===== src/rtl/mem_port_arbiter.sv =====
// Round-robin arbiter sharing one single-port synchronous RAM between the
// instruction-fetch path (F, read-only) and the load/store path (D).
module mem_port_arbiter #(
    parameter int ADDR_W = 16,
    parameter int DATA_W = 16
) (
    input  logic              Clock,
    input  logic              Resetn,
    input  logic              req_f,
    input  logic [ADDR_W-1:0] addr_f,
    input  logic              req_d,
    input  logic [ADDR_W-1:0] addr_d,
    input  logic [DATA_W-1:0] wdata_d,
    input  logic              we_d,
    output logic              gnt_f,
    output logic              gnt_d,
    output logic              done_f,
    output logic              done_d,
    output logic [DATA_W-1:0] rdata,
    output logic              busy,
    output logic [ADDR_W-1:0] mem_addr,
    output logic [DATA_W-1:0] mem_din,
    output logic              mem_we,
    input  logic [DATA_W-1:0] mem_q,
    output logic [1:0]        dbg_state_o
);

    // Handshake: a requester holds req and its payload until it sees its gnt
    // pulse at a rising edge; a req still high the cycle after gnt is a new one.
    typedef enum logic [1:0] {
        S_IDLE   = 2'd0,
        S_ACCESS = 2'd1,
        S_RESP   = 2'd2
    } state_t;

    state_t            state_q, state_d;
    logic              prio_q, prio_d;     // 1 = D has priority
    logic              owner_q, owner_d;   // 1 = access in flight belongs to D
    logic              store_q, store_d;
    logic              gntf_q, gntf_d;
    logic              gntd_q, gntd_d;
    logic              donef_q, donef_d;
    logic              doned_q, doned_d;
    logic [DATA_W-1:0] rdata_q, rdata_d;
    logic [ADDR_W-1:0] maddr_q, maddr_d;
    logic [DATA_W-1:0] mdin_q, mdin_d;
    logic              mwe_q, mwe_d;

    logic any_req;
    logic win_ld;
    logic start;

    assign any_req = req_f | req_d;
    assign win_ld  = req_d & (~req_f | prio_q);

    always_comb begin
        state_d = state_q;
        prio_d  = prio_q;
        owner_d = owner_q;
        store_d = store_q;
        gntf_d  = 1'b0;
        gntd_d  = 1'b0;
        donef_d = 1'b0;
        doned_d = 1'b0;
        rdata_d = rdata_q;
        maddr_d = maddr_q;
        mdin_d  = mdin_q;
        mwe_d   = mwe_q;
        start   = 1'b0;

        case (state_q)
            S_IDLE: begin
                start = any_req;
            end
            S_ACCESS: begin
                mwe_d   = 1'b0;
                state_d = S_RESP;
            end
            S_RESP: begin
                if (!store_q) rdata_d = mem_q;
                donef_d = ~owner_q;
                doned_d = owner_q;
                state_d = S_IDLE;
                start   = any_req;
            end
            default: begin
                state_d = S_IDLE;
            end
        endcase

        // Shared by IDLE and back-to-back RESP: grant flips priority.
        if (start) begin
            state_d = S_ACCESS;
            owner_d = win_ld;
            prio_d  = ~win_ld;
            store_d = win_ld & we_d;
            if (win_ld) begin
                gntd_d  = 1'b1;
                maddr_d = addr_d;
                mdin_d  = wdata_d;
                mwe_d   = we_d;
            end else begin
                gntf_d  = 1'b1;
                maddr_d = addr_f;
                mwe_d   = 1'b0;
            end
        end
    end

    always_ff @(posedge Clock or negedge Resetn) begin
        if (!Resetn) begin
            state_q <= S_IDLE;
            prio_q  <= 1'b0;
            owner_q <= 1'b0;
            store_q <= 1'b0;
            gntf_q  <= 1'b0;
            gntd_q  <= 1'b0;
            donef_q <= 1'b0;
            doned_q <= 1'b0;
            rdata_q <= '0;
            maddr_q <= '0;
            mdin_q  <= '0;
            mwe_q   <= 1'b0;
        end else begin
            state_q <= state_d;
            prio_q  <= prio_d;
            owner_q <= owner_d;
            store_q <= store_d;
            gntf_q  <= gntf_d;
            gntd_q  <= gntd_d;
            donef_q <= donef_d;
            doned_q <= doned_d;
            rdata_q <= rdata_d;
            maddr_q <= maddr_d;
            mdin_q  <= mdin_d;
            mwe_q   <= mwe_d;
        end
    end

    assign gnt_f       = gntf_q;
    assign gnt_d       = gntd_q;
    assign done_f      = donef_q;
    assign done_d      = doned_q;
    assign rdata       = rdata_q;
    assign busy        = (state_q != S_IDLE);
    assign mem_addr    = maddr_q;
    assign mem_din     = mdin_q;
    assign mem_we      = mwe_q;
    assign dbg_state_o = state_q;

endmodule


===== config.mk =====
export PLATFORM = sky130hd
export DESIGN_NAME = mem_port_arbiter
export DESIGN_NICKNAME = d
export VERILOG_FILES = /design/src/rtl/mem_port_arbiter.sv
export SDC_FILE = /design/constraint.sdc
export NUM_CORES = 1
export LEC_CHECK = 0
export CAP_MARGIN = 40
export CORE_ASPECT_RATIO = 0.7
export CORE_UTILIZATION = 35
export DETAILED_ROUTE_END_ITERATION = 12
export GPL_ROUTABILITY_DRIVEN = 1
export GPL_TIMING_DRIVEN = 0
export MAX_ROUTING_LAYER = met4
export PLACE_DENSITY = 0.82
export RECOVER_POWER = 50
export SYNTH_ARGS = -nofsm -noshare
export SYNTH_HDL_FRONTEND = slang
export SYNTH_SLANG_ARGS = --single-unit

===== constraint.sdc =====
create_clock -name Clock -period 1.29 [get_ports Clock]
set_input_delay 0.387 -clock Clock [delete_from_list [all_inputs] [get_ports Clock]]
set_output_delay 0.387 -clock Clock [all_outputs]
set_load 0.05 [all_outputs]

==> metrics.cfg, run 1 <==
[detailed_routing]
drt_iter0_drc=51
postRouteAntennaNets=0
detail_route.vias_per_cell=4.77
detailroute.via_count=1837
remaining_drc_errors=9
dr.pass1.iters=8
avgRoutedWirePerCell_um=15.4
detail_route.wirelength_mm=5.95

[sta]
timing_max_transition_violations_final=0
max-slew-margin-rel_pct=41.3
min_period_over_period_pct=118
worst_slack_ns=-0.227
fmaxAchievable_mhz=659
unrepaired_setup_endpoints_after_global_routing=true
max_slew.worst_pin.slew_ns=0.880
worst_clock_skew_ns=0.00530
layout_min_cycle_time_ns=1.52
final-hold-violation-count=0
setup_viol=51

[setup_path]
setup.worst_path.start_class=register
critPathRequiredTime_ns=0.90
crit_end=busy
crit_path_from=dbg_state_o[0]
critical_path.reg2reg.endpoint=mem_din[5]
critPathCaptureType=output port
r2r_start=dbg_state_o[0]
timing.critical_path.fanout_max=3
cp_slowest_cell=sky130_fd_sc_hd__dfrtp_2
ff2ff_path_depth=6
worst_ep_arrival_time_ns=1.13
path_buf_inv=1
cp_cell_sequence=or2_4 > buf_8
cpPeakStageDelay_ns=0.41
critPathKind=register to output port
ff2ff_setup_slack_ns=-0.20
stages_on_worst_setup_path=2
timing.critical_path.max_delay_family=flip-flops

[grt]
grt_pass1_wl_mm=9.45
met3_usage_pct=5.85
grt_most_used_layer=met2
use_met1_pct=24.3
grt_usage_pct=18.7
grt_max_degree=35
first_global_vias=1881
antenna_found_initial=0
grt-ovfl-total=0
grtUsageMet2_pct=27.9

[die]
io_pins=125
initial_core_utilization_pct=36.3
die_height_um=69.3
floorplan.rows=24
die_area_mm2=0.00681
fp.coreArea_mm2=0.00625
floorplan.die.width_um=98.2

[status]
failing_checks=design-rule violations, negative setup slack
run_status=complete, but fails checks

[placement]
place_ws_ns=-0.740
io_buffer_count=124
dpl.cell_count=350
dpl.hpwl_mm=4.03
globalplace.congestion=0.699

[clock_network]
clock_tree_root_buffer_cell=sky130_fd_sc_hd__clkbuf_8
clock_latency_ns=0.33
postCtsHoldBufs=0
clockBufferDepth=2
cts_max_level=3
tritoncts=built
numCtsBuffers=9
cts.sink_count=58
clk_pin_slew_ns=0.06

[yosys]
synthesis.area_per_instance_um2=15.4
synth_largest_type_area_fraction_pct=64.0
ys_async_sr_fraction_pct=100
syn-instance-count=147
sequential_fraction_of_the_synthesis_area_pct=64.0
synth_cell_types=23
net_count_after_synthesis=216
yosys-top-cells-count=58 x sky130_fd_sc_hd__dfrtp_1, 27 x sky130_fd_sc_hd__mux2_2, 16 x sky130_fd_sc_hd__a221o_1, 16 x sky130_fd_sc_hd__and2_1, 4 x sky130_fd_sc_hd__buf_6
synth_top_area_cells=sky130_fd_sc_hd__dfrtp_1 64%, sky130_fd_sc_hd__mux2_2 13%, sky130_fd_sc_hd__a221o_1 7.1%, sky130_fd_sc_hd__and2_1 4.4%, sky130_fd_sc_hd__buf_6 2.0%
yosys_register_bits=58
synth.most_common_cell=sky130_fd_sc_hd__dfrtp_1
synth_enable_flop_cells=0
yosys_top_cell_by_area=sky130_fd_sc_hd__dfrtp_1
synth_ff_type=sky130_fd_sc_hd__dfrtp_1
cell_area_after_synthesis_mm2=0.00227
synthesis.yosys.warnings=0

[cells_and_area]
fin_cells=385
diodes=0
fillers=484
finalNetCount=372
final_core_utilization_pct=66.5
layout-area-overhead-vs-synth_pct=83.3
drive_above_1_share_pct=45.3

[power_and_ir_drop]
finalPower_uw=8760
pwr-share-clk_pct=19.4
netSwitchingPower_uw=3520
worst_case_vdd_ir_drop_mv=0.764
power_per_cell_area_mw_per_mm2=2110
switching_share_pct=40.2
p_seq_share_pct=31.1
power.static_leakage_uw=0.00190
combinationalPowerShare_pct=49.4
internal_power_uw=5240

[run]
drv.max_cap_violation_count=0

[hold_path]
timing.hold.worst.class=primary input to asynchronous set/reset pin

area by class of cell:
type / count / area, um2 / area share, %
plain buffers: 8 / 100 / 2.41
clock buffers: 13 / 169 / 4.07
clock inverters: 2 / 35.0 / 0.843
inverters: 3 / 13.8 / 0.331
multi-input cells: 78 / 773 / 18.6
flip-flops and latches: 58 / 1450 / 35.0
well taps: 78 / 97.6 / 2.35
repair buffers: 145 / 1510 / 36.4
per-stage QoR:
| stage | hold slack (ns) | area [um2] | TNS (ns) |
|---|---|---|---|
| floorplan | 0.0914 | 2290 | -6.62 |
| global placement | 0.445 | 3630 | -147.22 |
| detailed placement | 0.450 | 3650 | -36.84 |
| CTS | 0.150 | 4030 | -8.97 |
| global route | 0.229 | 4160 | -11.99 |
| finish | 0.168 | 4160 | -8.63 |
cells by family after synthesis:
logic type / share of synthesized area [%]
compound gates: 10.0
flops: 64.0
buf+inv: 3.48
simple gates: 6.07
mux: 16.4
worst register-to-register path, delay by kind of cell (launching register included):
kind | cells | cell delay, ns
AOI/OAI and AO/OA | 1 | 0.14
DFF | 1 | 0.41
muxes | 1 | 0.29
buffers and inverters | 4 | 0.53
cell usage in the layout, fill, tap and decap left out, drive strengths merged:
master,instances
buf,80
clkdlybuf4s50,65
dfrtp,58
mux2,32
clkbuf,19
and2,16
a221o,16
nor2,3
inv,3
a21o,2
dlygate4sd2,2
or2,1
o211a,1
a211oi,1
and3,1
nand2b,1
o21bai,1
a22o,1
o21ai,1
o2bb2ai,1
bufinv,1
clkinv,1
power by group through the flow:
stage	Clock (uW)	Sequential (uW)	Combinational, uW
6_report	1700	2730	4330
5_1_grt	1860	2790	4480
4_1_cts	1750	2720	4190
3_5_place_dp	0	2650	3950
3_3_place_gp	0	2620	3900
2_1_floorplan	0	4430	704
per-layer routing:
layer	up-vias	routed length (um)
li1	844	-
met1	893	2630
met2	91	2720
met3	9	516
met4	0	77
met5	-	0
state kept, by name, summed over array words and instances, names as in the netlist:
signal       cells
gnt_d            1
owner_q          1
rdata           16
gnt_f            1
done_d           1
mem_din         16
mem_we           1
mem_addr        16
dbg_state_o      2
prio_q           1
store_q          1
done_f           1
worst min path at each step:
stage	endpoint	slack [ns]
after floorplan	dbg_state_o[0]	0.09
after global placement	done_f	0.44
after detailed placement	done_f	0.45
after CTS	mem_din[8]	0.15
after global routing	mem_din[8]	0.23
final	mem_din[10]	0.17
timing repair:
item / CTS / global route
buffers inserted: 7 / 9
cloned: 2 / 2
resized for setup: 403 / 9
endpoints found under the setup margin: 105 / 96
pin swaps: 2 / 1
(Power assumes the default switching activity.)
==> run 2, diff against run 1 <==
- GPL_ROUTABILITY_DRIVEN: 1 -> 0
- RECOVER_POWER: 50 -> not set
==> run 2 against run 1 <==
Against the previous run: the run still ends with design-rule violations, negative setup slack left; clock skew stayed put; register-to-register slack hardly changed; design area stayed put; fmax stayed put; global-route usage stayed put; die area stayed put; combinational power hardly changed; critical path type unchanged; critical endpoint unchanged; largest cell class unchanged.
==> metrics.cfg, run 2 (synthesis results as in run 1) <==
[status]
run_status=complete, but fails checks
failing_checks=design-rule violations, negative setup slack

[cells_and_area]
layout-area-overhead-vs-synth_pct=83.3  ; unchanged
diodes=0  ; unchanged
finalNetCount=372  ; unchanged
layout.cell_area.non_filler_mm2=0.00416  ; unchanged
final_core_utilization_pct=66.5  ; unchanged
layout.cells.most_common_list=65 x sky130_fd_sc_hd__clkdlybuf4s50_1, 59 x sky130_fd_sc_hd__buf_6, 56 x sky130_fd_sc_hd__dfrtp_1, 25 x sky130_fd_sc_hd__mux2_2
drive_above_1_share_pct=45.3  ; unchanged
mostFrequentLayoutCell=sky130_fd_sc_hd__clkdlybuf4s50_1

[clock_network]
cts.sink_count=58  ; unchanged
cts_max_level=3  ; unchanged
clockBufferDepth=2  ; unchanged
numCtsBuffers=9  ; unchanged
clock_latency_ns=0.33  ; about the same
tritoncts=built
clock_tree_root_buffer_cell=sky130_fd_sc_hd__clkbuf_8
clk_pin_slew_ns=0.06  ; about the same

[run]
drv.max_cap_violation_count=0  ; unchanged

[setup_path]
worst_ep_arrival_time_ns=1.13  ; about the same
critPathRequiredTime_ns=0.90  ; about the same
critPathCaptureType=output port
setup.worst_path.start_class=register
ff2ff_path_depth=6  ; unchanged
timing.critical_path.fanout_max=3  ; unchanged
r2r_start=dbg_state_o[0]
ff2ff_setup_slack_ns=-0.20  ; about the same
critPathKind=register to output port
crit_path_from=dbg_state_o[0]
critical_path.reg2reg.endpoint=mem_din[5]

[detailed_routing]
avgRoutedWirePerCell_um=15.4  ; about the same
remaining_drc_errors=9  ; unchanged
detail_route.wirelength_mm=5.95  ; about the same
dr.pass1.iters=8  ; unchanged
postRouteAntennaNets=0  ; unchanged
detailroute.via_count=1837  ; unchanged
detail_route.vias_per_cell=4.77  ; unchanged
drt_iter0_drc=51  ; unchanged

[placement]
dpl.hpwl_mm=4.03  ; unchanged
dpl-instance-area_mm2=0.00365  ; unchanged
io_buffer_count=124  ; unchanged

[die]
initial_core_utilization_pct=36.3  ; unchanged
die_area_mm2=0.00681  ; unchanged
floorplan.die.width_um=98.2  ; unchanged
die_height_um=69.3  ; unchanged
io_pins=125  ; unchanged
floorplan.rows=24  ; unchanged
fp.coreArea_mm2=0.00625  ; unchanged

[power_and_ir_drop]
power_per_cell_area_mw_per_mm2=2110  ; about the same
power.static_leakage_uw=0.00190  ; about the same
worst_case_vdd_ir_drop_mv=0.764  ; about the same

[sta]
layout_min_cycle_time_ns=1.52  ; unchanged
final-hold-violation-count=0  ; unchanged
fmaxAchievable_mhz=659  ; unchanged
min_period_over_period_pct=118  ; unchanged
setup_viol=51  ; unchanged
unrepaired_setup_endpoints_after_global_routing=true
worst_slack_ns=-0.227  ; unchanged
worst_clock_skew_ns=0.00530  ; unchanged
timing_max_transition_violations_final=0  ; unchanged
max_slew.worst_pin.slew_ns=0.786  ; -0.0937 ns
max-slew-margin-rel_pct=47.6  ; +6.2 points

[hold_path]
timing.hold.worst.class=primary input to asynchronous set/reset pin

[grt]
grt_max_degree=35  ; unchanged
grt_usage_pct=18.7  ; unchanged
grt_pass1_wl_mm=9.45  ; unchanged
antenna_found_initial=0  ; unchanged
first_global_vias=1881  ; unchanged
grt-ovfl-total=0  ; unchanged

-- run 2: through the flow --
| stage | TNS (ns) | cells | setup slack [ns] | total power (uW) | hold WS, ns |
|---|---|---|---|---|---|
| floorplan | -6.62 | 147 | -0.197 | 5130 | 0.0914 |
| global placement | -147.22 | 349 | -2.13 | 6520 | 0.445 |
| detailed placement | -36.84 | 350 | -0.740 | 6610 | 0.450 |
| CTS | -8.97 | 374 | -0.247 | 8660 | 0.150 |
| global route | -11.99 | 385 | -0.272 | 9130 | 0.190 |
| finish | -8.63 | 385 | -0.227 | 8760 | 0.138 |
-- run 2: repair_timing --
item | 4_1_cts | 5_1_grt
gates resized for setup | 403 | 9
gates cloned | 2 | 2
buffers inserted | 7 | 9
pin swaps | 2 | 1
setup endpoints to repair | 105 | 96
hold buffers | 0 | 0
-- run 2: cell type report --
class	instances	area [um2]
fillers	484	2090
repair buffers	145	1510
flip-flops and latches	58	1450
multi-input cells	78	773
clock buffers	13	169
plain buffers	8	100
well taps	78	97.6
clock inverters	2	35.0
inverters	3	13.8
-- run 2: worst max-delay path, stage by stage, from the launching register on --
cell and delay (ns):
sky130_fd_sc_hd__dfrtp_2 0.41, sky130_fd_sc_hd__or2_4 0.25, sky130_fd_sc_hd__buf_8 0.15
-- run 2: worst max path at each step --
| stage | depth (start not counted) | endpoint | slack, ns |
|---|---|---|---|
| after global routing | 2 | busy | -0.27 |
| after CTS | 2 | busy | -0.25 |
| after floorplan | 4 | rdata[10] | -0.20 |
| after detailed placement | 4 | mem_addr[0] | -0.74 |
| final | 2 | busy | -0.23 |
| after global placement | 1 | dbg_state_o[0] | -2.13 |
-- run 2: layer usage --
layer / up-vias / part of all wire [%] / track usage (%)
met3: 9 / 8.7 / 5.85
met4: 0 / 1.3 / 5.97
li1: 844 / - / -
met1: 893 / 44 / 24.3
met2: 91 / 46 / 27.9
met5: - / 0 / -
-- run 2: power by group --
part | switching (uW) | internal [uW]
Combinational | 2480 | 1850
Clock | 665 | 1040
Sequential | 380 | 2350
Total | 3520 | 5240
==> run 3, diff against run 2 <==
- SLEW_MARGIN: not set -> 10
==> run 3 against run 2 <==
Against the previous run: the run still ends with design-rule violations, negative setup slack left; global-route usage is 0.087 points higher; fmax rose by 0.62%; routed wire length down 0.27%; non-clock buffer count is 5 lower; clock power fell by 15%.
==> metrics.cfg, run 3 (synthesis results as in run 1) <==
[status]
run_status=complete, but fails checks
failing_checks=design-rule violations, negative setup slack

[setup_path]
cp_slowest_cell=sky130_fd_sc_hd__dfrtp_2
cp_cell_sequence=buf_4 > nand2b_4 > nor2_4 > buf_8 > mux2_2
ff2ff_setup_slack_ns=-0.22  ; -0.02 ns
critPathKind=register to register
crit_path_from=dbg_state_o[0]
ff2ff_path_depth=5  ; -1
timing.critical_path.max_delay_family=flip-flops
worst_ep_arrival_time_ns=1.71  ; +0.58 ns
cpPeakStageDelay_ns=0.40  ; about the same
critical_path.reg2reg.endpoint=rdata[10]
timing.critical_path.fanout_max=10  ; +7
critPathRequiredTime_ns=1.49  ; +0.59 ns
r2r_start=dbg_state_o[0]
critPathCaptureType=register
setup.worst_path.start_class=register
path_buf_inv=2  ; +1

[detailed_routing]
detail_route.wirelength_mm=5.93  ; -0.27%
avgRoutedWirePerCell_um=15.6  ; +1.0%
detailroute.via_count=1792  ; -2.4%
detail_route.vias_per_cell=4.72  ; -1.2%
remaining_drc_errors=9  ; unchanged
drt_iter0_drc=35  ; -31%
postRouteAntennaNets=0  ; unchanged
dr.pass1.iters=8  ; unchanged

[grt]
first_global_vias=1844  ; -2.0%
grt_usage_pct=18.8  ; +0.087 points
antenna_found_initial=0  ; unchanged
grt-ovfl-total=0  ; unchanged
grt_pass1_wl_mm=9.46  ; +0.14%
grt_max_degree=59  ; +69%

[die]
die_height_um=69.3  ; unchanged
initial_core_utilization_pct=36.3  ; unchanged
die_area_mm2=0.00681  ; unchanged
floorplan.rows=24  ; unchanged
io_pins=125  ; unchanged
floorplan.die.width_um=98.2  ; unchanged
fp.coreArea_mm2=0.00625  ; unchanged

[clock_network]
tritoncts=built
cts_max_level=3  ; unchanged
cts.sink_count=58  ; unchanged
numCtsBuffers=9  ; unchanged
clock_tree_root_buffer_cell=sky130_fd_sc_hd__clkbuf_8
clockBufferDepth=2  ; unchanged
clock_latency_ns=0.32  ; about the same
postCtsHoldBufs=0  ; unchanged
clk_pin_slew_ns=0.06  ; about the same

[sta]
max-slew-margin-rel_pct=51.6  ; +4.0 points
unrepaired_setup_endpoints_after_global_routing=true
final-hold-violation-count=0  ; unchanged
finalHoldWorstSlack_ns=0.117  ; -0.0209 ns
fmaxAchievable_mhz=663  ; +0.62%
worst_slack_ns=-0.218  ; +0.00938 ns
setup_viol=53  ; +3.9%
min_period_over_period_pct=117  ; -0.73 points
layout_min_cycle_time_ns=1.51  ; -0.00938 ns
worst_clock_skew_ns=0.00746  ; +0.00216 ns
max_slew.worst_pin.slew_ns=0.727  ; -0.0598 ns
timing_max_transition_violations_final=0  ; unchanged

[hold_path]
timing.hold.worst.class=primary input to asynchronous set/reset pin

[placement]
io_buffer_count=124  ; unchanged
dpl.hpwl_mm=3.86  ; -4.3%

[run]
drv.max_cap_violation_count=0  ; unchanged

[cells_and_area]
finalNetCount=367  ; -1.3%
drive_above_1_share_pct=44.7  ; -0.57 points
diodes=0  ; unchanged
layout-area-overhead-vs-synth_pct=80.2
layout.cells.most_common_list=65 x sky130_fd_sc_hd__clkdlybuf4s50_1, 60 x sky130_fd_sc_hd__buf_6, 56 x sky130_fd_sc_hd__dfrtp_1, 24 x sky130_fd_sc_hd__mux2_2
mostFrequentLayoutCell=sky130_fd_sc_hd__clkdlybuf4s50_1

[power_and_ir_drop]
power_per_cell_area_mw_per_mm2=2070  ; -1.7%
power.static_leakage_uw=0.00186  ; -1.8%
worst_case_vdd_ir_drop_mv=0.909  ; +19%
finalPower_uw=8470  ; -3.3%

[run 3: what timing repair did]
action | 4_1_cts | 5_1_grt
gates resized for setup | 398 | 15
pin swaps | 2 | 1
endpoints found under the setup margin | 104 | 98
buffers inserted | 8 | 5
gates cloned | 2 | 1
[run 3: cell type report]
class                           count  area [um2]
Clock inverter                      3        15.0
Tap cell                           78        97.6
Multi-Input combinational cell     78         781
Clock buffer                       12         155
Fill cell                         481        2160
Buffer                              8         104
Sequential cell                    58        1450
Inverter                            3        13.8
Timing Repair Buffer              140        1470
[run 3: per-layer routing]
metal | share of wire, % | global-route usage, % | up-vias
met2 | 47 | 28.4 | 85
met3 | 8.9 | 5.44 | 6
met4 | 0.88 | 6.47 | 0
met1 | 44 | 24.2 | 869
li1 | - | - | 832
met5 | 0 | - | -
[run 3: worst max path at each step]
stage                     endpoint  slack (ns)  cells after the start
CTS                           busy       -0.24                      2
detailed placement     mem_addr[0]       -0.75                      4
finish                   rdata[10]       -0.22                      5
global route              rdata[9]       -0.29                      5
floorplan                rdata[10]       -0.20                      4
global placement    dbg_state_o[0]       -2.13                      1
[run 3: power by group]
group	internal [uW]	total (uW)	leakage [uW]	switching, uW
logic	1830	4300	0.00107	2470
registers	2350	2730	0.000698	379
clock network	781	1450	0.0000920	664
[run 3: per-stage QoR]
step	instance area [um2]	utilization, %	worst slack, ns	std cells	TNS (ns)
2_1_floorplan	2290	-	-0.197	147	-6.62
3_3_place_gp	3630	58.2	-2.13	349	-147.22
3_5_place_dp	3630	58.1	-0.748	349	-36.89
4_1_cts	3970	63.5	-0.241	374	-9.05
5_1_grt	4090	65.4	-0.286	380	-12.30
6_report	4090	65.4	-0.218	380	-8.60
